$ cat config.mk
export PLATFORM = sky130hd
export DESIGN_NAME = vlsu_cam_alloc
export DESIGN_NICKNAME = d
export VERILOG_FILES = /design/src/rtl/vlsu_cam_pkg.sv /design/src/rtl/vlsu_cam_alloc.sv
export SDC_FILE = /design/constraint.sdc
export NUM_CORES = 1
export LEC_CHECK = 0
export CORE_AREA = 2 2 102 104
export CTS_CLUSTER_SIZE = 8
export DETAILED_ROUTE_END_ITERATION = 10
export DIE_AREA = 0 0 104 106
export DONT_BUFFER_PORTS = 1
export PLACE_DENSITY_LB_ADDON = 0.15
export SLEW_MARGIN = 10
export SYNTH_ARGS = -nofsm -noshare
export SYNTH_HDL_FRONTEND = slang
export SYNTH_SLANG_ARGS = --single-unit
$ cat constraint.sdc
create_clock -name clk -period 8.7 [get_ports clk]
set_input_delay 1.305 -clock clk [delete_from_list [all_inputs] [get_ports clk]]
set_output_delay 1.305 -clock clk [all_outputs]
set_load 0.01 [all_outputs]
$ cat src/rtl/vlsu_cam_pkg.sv
// Shared CAM allocator defaults and types, also used by vlsu_cam_top.
package vlsu_cam_pkg;

   localparam int unsigned CAM_WIDTH   = 50;
   localparam int unsigned CAM_DEPTH   = 32;
   localparam int unsigned CAM_READ    = 3;
   localparam int unsigned CAM_ADDRESS = $clog2(CAM_DEPTH);

   typedef logic [CAM_WIDTH-1:0]   width_t;
   typedef logic [CAM_ADDRESS-1:0] addr_t;
   typedef logic [CAM_DEPTH-1:0]   depth_t;
   typedef logic [CAM_ADDRESS:0]   count_t;

endpackage

$ cat src/rtl/vlsu_cam_alloc.sv
// Circular-buffer allocator feeding a CAM: write strobe, head index and per-port enables.
// Optional macro VLSU_CAM_ALLOC_BYPASS_EN: accept while full when the head retires that cycle.
module vlsu_cam_alloc
   import vlsu_cam_pkg::*;
#(
   parameter  int unsigned WIDTH   = CAM_WIDTH,
   parameter  int unsigned DEPTH   = CAM_DEPTH,
   parameter  int unsigned READ    = CAM_READ,
   localparam int unsigned ADDRESS = $clog2(DEPTH)
) (
   input  logic                          clk,
   input  logic                          arst_n,
   input  logic                          alloc_valid_i,
   input  logic [WIDTH-1:0]              alloc_data_i,
   output logic                          alloc_ready_o,
   input  logic                          retire_i,
   input  logic                          flush_i,
   output logic                          write_o,
   output logic [ADDRESS-1:0]            write_addr_o,
   output logic [WIDTH-1:0]              write_data_o,
   output logic [ADDRESS-1:0]            head_o,
   output logic [READ-1:0][DEPTH-1:0]    enable_o,
   output logic [ADDRESS:0]              count_o,
   output logic                          full_o,
   output logic                          empty_o
);

   localparam logic [ADDRESS-1:0] PtrOne    = ADDRESS'(1);
   localparam logic [ADDRESS:0]   CountOne  = (ADDRESS+1)'(1);
   localparam logic [ADDRESS:0]   CountFull = (ADDRESS+1)'(DEPTH);

   logic [ADDRESS-1:0] head_q, head_d;
   logic [ADDRESS-1:0] tail_q, tail_d;
   logic [ADDRESS:0]   count_q, count_d;
   logic [DEPTH-1:0]   valid_q, valid_d;
   logic               write_q, write_d;
   logic [ADDRESS-1:0] waddr_q, waddr_d;
   logic [WIDTH-1:0]   wdata_q, wdata_d;

   logic accept;
   logic retire_ok;

   assign full_o    = (count_q == CountFull);
   assign empty_o   = (count_q == '0);
   assign retire_ok = retire_i && valid_q[head_q];

`ifdef VLSU_CAM_ALLOC_BYPASS_EN
   assign alloc_ready_o = (!full_o || retire_ok) && !flush_i;
`else
   assign alloc_ready_o = !full_o && !flush_i;
`endif

   assign accept = alloc_valid_i && alloc_ready_o;

   always_comb begin
      head_d  = head_q;
      tail_d  = tail_q;
      count_d = count_q;
      valid_d = valid_q;
      write_d = 1'b0;
      waddr_d = waddr_q;
      wdata_d = wdata_q;

      // Pending write becomes visible on the same edge the CAM stores it; retire clears afterwards.
      if (write_q)   valid_d[waddr_q] = 1'b1;
      if (retire_ok) begin
         valid_d[head_q] = 1'b0;
         head_d          = head_q + PtrOne;
      end

      if (accept) begin
         write_d = 1'b1;
         waddr_d = tail_q;
         wdata_d = alloc_data_i;
         tail_d  = tail_q + PtrOne;
      end

      case ({accept, retire_ok})
         2'b10:   count_d = count_q + CountOne;
         2'b01:   count_d = count_q - CountOne;
         default: count_d = count_q;
      endcase

      if (flush_i) begin
         head_d  = '0;
         tail_d  = '0;
         count_d = '0;
         valid_d = '0;
         write_d = 1'b0;
      end
   end

   always_ff @(posedge clk or negedge arst_n) begin
      if (!arst_n) begin
         head_q  <= '0;
         tail_q  <= '0;
         count_q <= '0;
         valid_q <= '0;
         write_q <= 1'b0;
         waddr_q <= '0;
         wdata_q <= '0;
      end else begin
         head_q  <= head_d;
         tail_q  <= tail_d;
         count_q <= count_d;
         valid_q <= valid_d;
         write_q <= write_d;
         waddr_q <= waddr_d;
         wdata_q <= wdata_d;
      end
   end

   assign write_o      = write_q;
   assign write_addr_o = waddr_q;
   assign write_data_o = wdata_q;
   assign head_o       = head_q;
   assign count_o      = count_q;
   assign enable_o     = {READ{valid_q}};

endmodule

==> impl_metrics.ini <==
[critical_path]
cp_num_buf_inv = 0
cp.arrival_ps = 4500
worstPathRequired_ps = 8950
cp-start-kind = register
cp_common_cell = a21oi_1
path_delay_family = compound AO/OA/AOI/OAI gates
path_class = reg2reg
timing.rr.start = head_o[0]
crit_slowest_cell = dfrtp_1
worstSetupStartpoint = head_o[0]
slowest_delay_ps = 1000
worstSetupEndpointType = register
crit_chain = mux2_1 > a222oi_1 > a21oi_1 > o41a_4 > nor2b_1 > ha_1 > a21o_1 > a21oi_1 > o21bai_1 > a21oi_1 > and3_1 > o21ai_1 > nor3b_2
cp_max_fo = 21

[timing]
clock_skew_ps = 10.7
finalSetupViolations = 0
fmax_mhz = 235
period_needed_ps = 4250
hold_slack_ps = 513
slew_violations = 0
relSlewSlack = 0.340
final-hold-violation-count = 0
fin_tns_setup_ps = 0
setup_ws_ps = 4450
tightest_slew_ps = 990
period_share = 0.489
rsz0062_at_grt = no

[cells_and_area]
nFillCells = 867
layout-drive-gt1-share = 0.153
final_nets = 434
area_growth_pct = -4.15
n_antenna_cell = 0

[cts]
cts_inserted_buffers = 9
cts.hold.buffers_added = 0
cts_tree = built
cts_setup_buffers = 0
clock-root-buffer = clkbuf_8
cts.sinks = 104
cts_htree_levels = 3
clk_pin_slew_worst_paths_ps = 100
clock_latency_ps = 360
ctsResizeCount = 0
cts_buffer_depth = 2

[job]
maxCapViolations = 0

[drt]
drtIter0Drc = 205
vias = 3098
antenna_left = 0
firstDrtPassIters = 4
avgViaCountPerCell = 6.09
wl_microns = 11300
remaining_drc_errors = 0
wl_per_cell_microns = 22.3

[logic_synthesis]
synth_commonest_cells = 104 x dfrtp_1, 65 x buf_4, 60 x mux2_1
synth-seq-cells = 104
yosysTopAreaCellShare = 0.482
yosysTopAreaCell = dfrtp_1
syn_inst = 447
postSynth.asyncResetShare = 1.00
synth_edf_count = 0
synth.cell_area_sq_um = 5400
ys_types = 41
synth_top_flop_cell = dfrtp_1
synth.avg_cell_area_sq_um = 12.1
synth_fp_nets = 512
netlist_top_cells_area = dfrtp_1 48%, mux2_1 13%, buf_4 9.0%, a211oi_2 5.6%, a21oi_1 3.6%
synth.most_common_cell = dfrtp_1
yosys_warnings = 0
ys_seq_area_frac = 0.482

[run_status]
outcome = finished clean

[global_route]
gr-total-overflow = 0
grt_antenna_before_repair = 0
grt.total_usage = 0.207
grt_max_degree = 105
grt_pass1_wl_microns = 17900
grt_pass1_vias = 3256

[place]
place.gp.congestion = 0.858
post-dp-hpwl_microns = 7360
port_buffers = 0
preCtsSetupSlack_ps = 4450

[die]
io_pins = 221
start_util = 0.540
row_count = 37
die_x_microns = 104
core_area_sq_um = 10000
die_area_sq_um = 11000
dieHeight_microns = 106

[pwr]
p_per_area_nw_per_um2 = 192
leakagePower_uw = 0.00219
max-vdd-ir-drop_mv = 0.108
power_uw = 994

[worst_hold_path]
hold_path.class = reg2reg
min_from = tail_q[4]
-- area by class of cell --
cell class,count,area (sq um),area share
clock buffer,10,128,0.0247
clock inverter,5,81.3,0.0157
inverter,4,15.0,0.00290
multi-input combinational,248,2160,0.418
sequential,104,2600,0.503
tap,136,170,0.0329
timing repair buffer,2,15.0,0.00290
-- worst paths after layout --
path                       depth (start not counted)  slack (ps)               to
max                                               13        4450       count_o[5]
min                                                1         510  write_addr_o[4]
max reg2reg                                       13        4450       count_o[5]
min reg2reg                                        1         510  write_addr_o[4]
max in group asynchronous                          0        7930  write_data_o[0]
min in group asynchronous                          0         630        head_o[2]
-- report_power, final --
| group | switching, uW | leakage [uW] | internal [uW] | total (uW) |
|---|---|---|---|---|
| sequential | 62.7 | 0.00133 | 528 | 590 |
| clock | 162 | 0.000103 | 161 | 323 |
| combinational | 37.4 | 0.000753 | 42.7 | 80.1 |
-- worst reg2reg max path: cells and delay by family, from the launching register on --
family	cells	cell delay, ps
and+or+nand+nor	3	600
muxes	1	390
adders and majority gates	1	290
DFF	1	1000
AOI/OAI and AO/OA	8	1870
-- placed cells by master (no fill, tap or decap), drive strengths merged --
| master | Yosys | routed |
|---|---|---|
| and3 | 6 | 6 |
| nor2 | 24 | 24 |
| a211oi | 33 | 33 |
| clkinv | 0 | 1 |
| nor3b | 7 | 7 |
| bufinv | 0 | 2 |
| a222oi | 1 | 1 |
| xnor2 | 7 | 7 |
| nand3 | 1 | 1 |
| a21o | 1 | 1 |
| mux2i | 8 | 8 |
| buf | 80 | 2 |
| nor3 | 6 | 6 |
| clkbuf | 11 | 10 |
| clkinvlp | 0 | 1 |
| and3b | 5 | 5 |
| nand2b | 1 | 1 |
| nor2b | 1 | 1 |
| o21bai | 1 | 1 |
| nand2 | 10 | 10 |
| mux4 | 2 | 2 |
| ha | 9 | 9 |
| xor2 | 5 | 5 |
| a21oi | 39 | 39 |
| fa | 1 | 1 |
| and2 | 6 | 6 |
| a22oi | 1 | 1 |
| inv | 4 | 5 |
| a311o | 1 | 1 |
| nand4 | 4 | 4 |
| o21ai | 2 | 2 |
| mux2 | 65 | 65 |
| o41a | 1 | 1 |
| dfrtp | 104 | 104 |
-- per-stage QoR --
| stage | instances | area, sq um | util |
|---|---|---|---|
| floorplan | 447 | 5400 | - |
| global placement | 494 | 4960 | 0.496 |
| detailed placement | 494 | 4960 | 0.496 |
| CTS | 509 | 5170 | 0.517 |
| global route | 509 | 5170 | 0.517 |
| finish | 509 | 5170 | 0.517 |
-- flip-flops by register name (all words and copies together) (netlist names) --
register,flops
write_o,1
tail_q,5
write_addr_o,5
count_o,6
write_data_o,50
head_o,5
valid_q,32
-- cell families (layout without fill, tap and decap cells) --
logic type	Yosys count	count (layout)	synth area share
DFF	104	104	0.482
muxes	75	75	0.160
adders and majority gates	10	10	0.0246
buffers and inverters	95	21	0.119
xor gates and xnor gates	12	12	0.0230
and+or+nand+nor	71	71	0.0740
AOI/OAI and AO/OA	80	80	0.118
-- per-layer routing --
layer	vias up	wire, microns	share of wire	track usage
met5	-	0	0	0
met4	0	172	0.015	0.0637
met3	16	1070	0.094	0.0717
met2	168	5550	0.49	0.347
met1	1562	4560	0.40	0.255
li1	1352	-	-	-
Note: power is estimated with default switching activity, not from simulation.
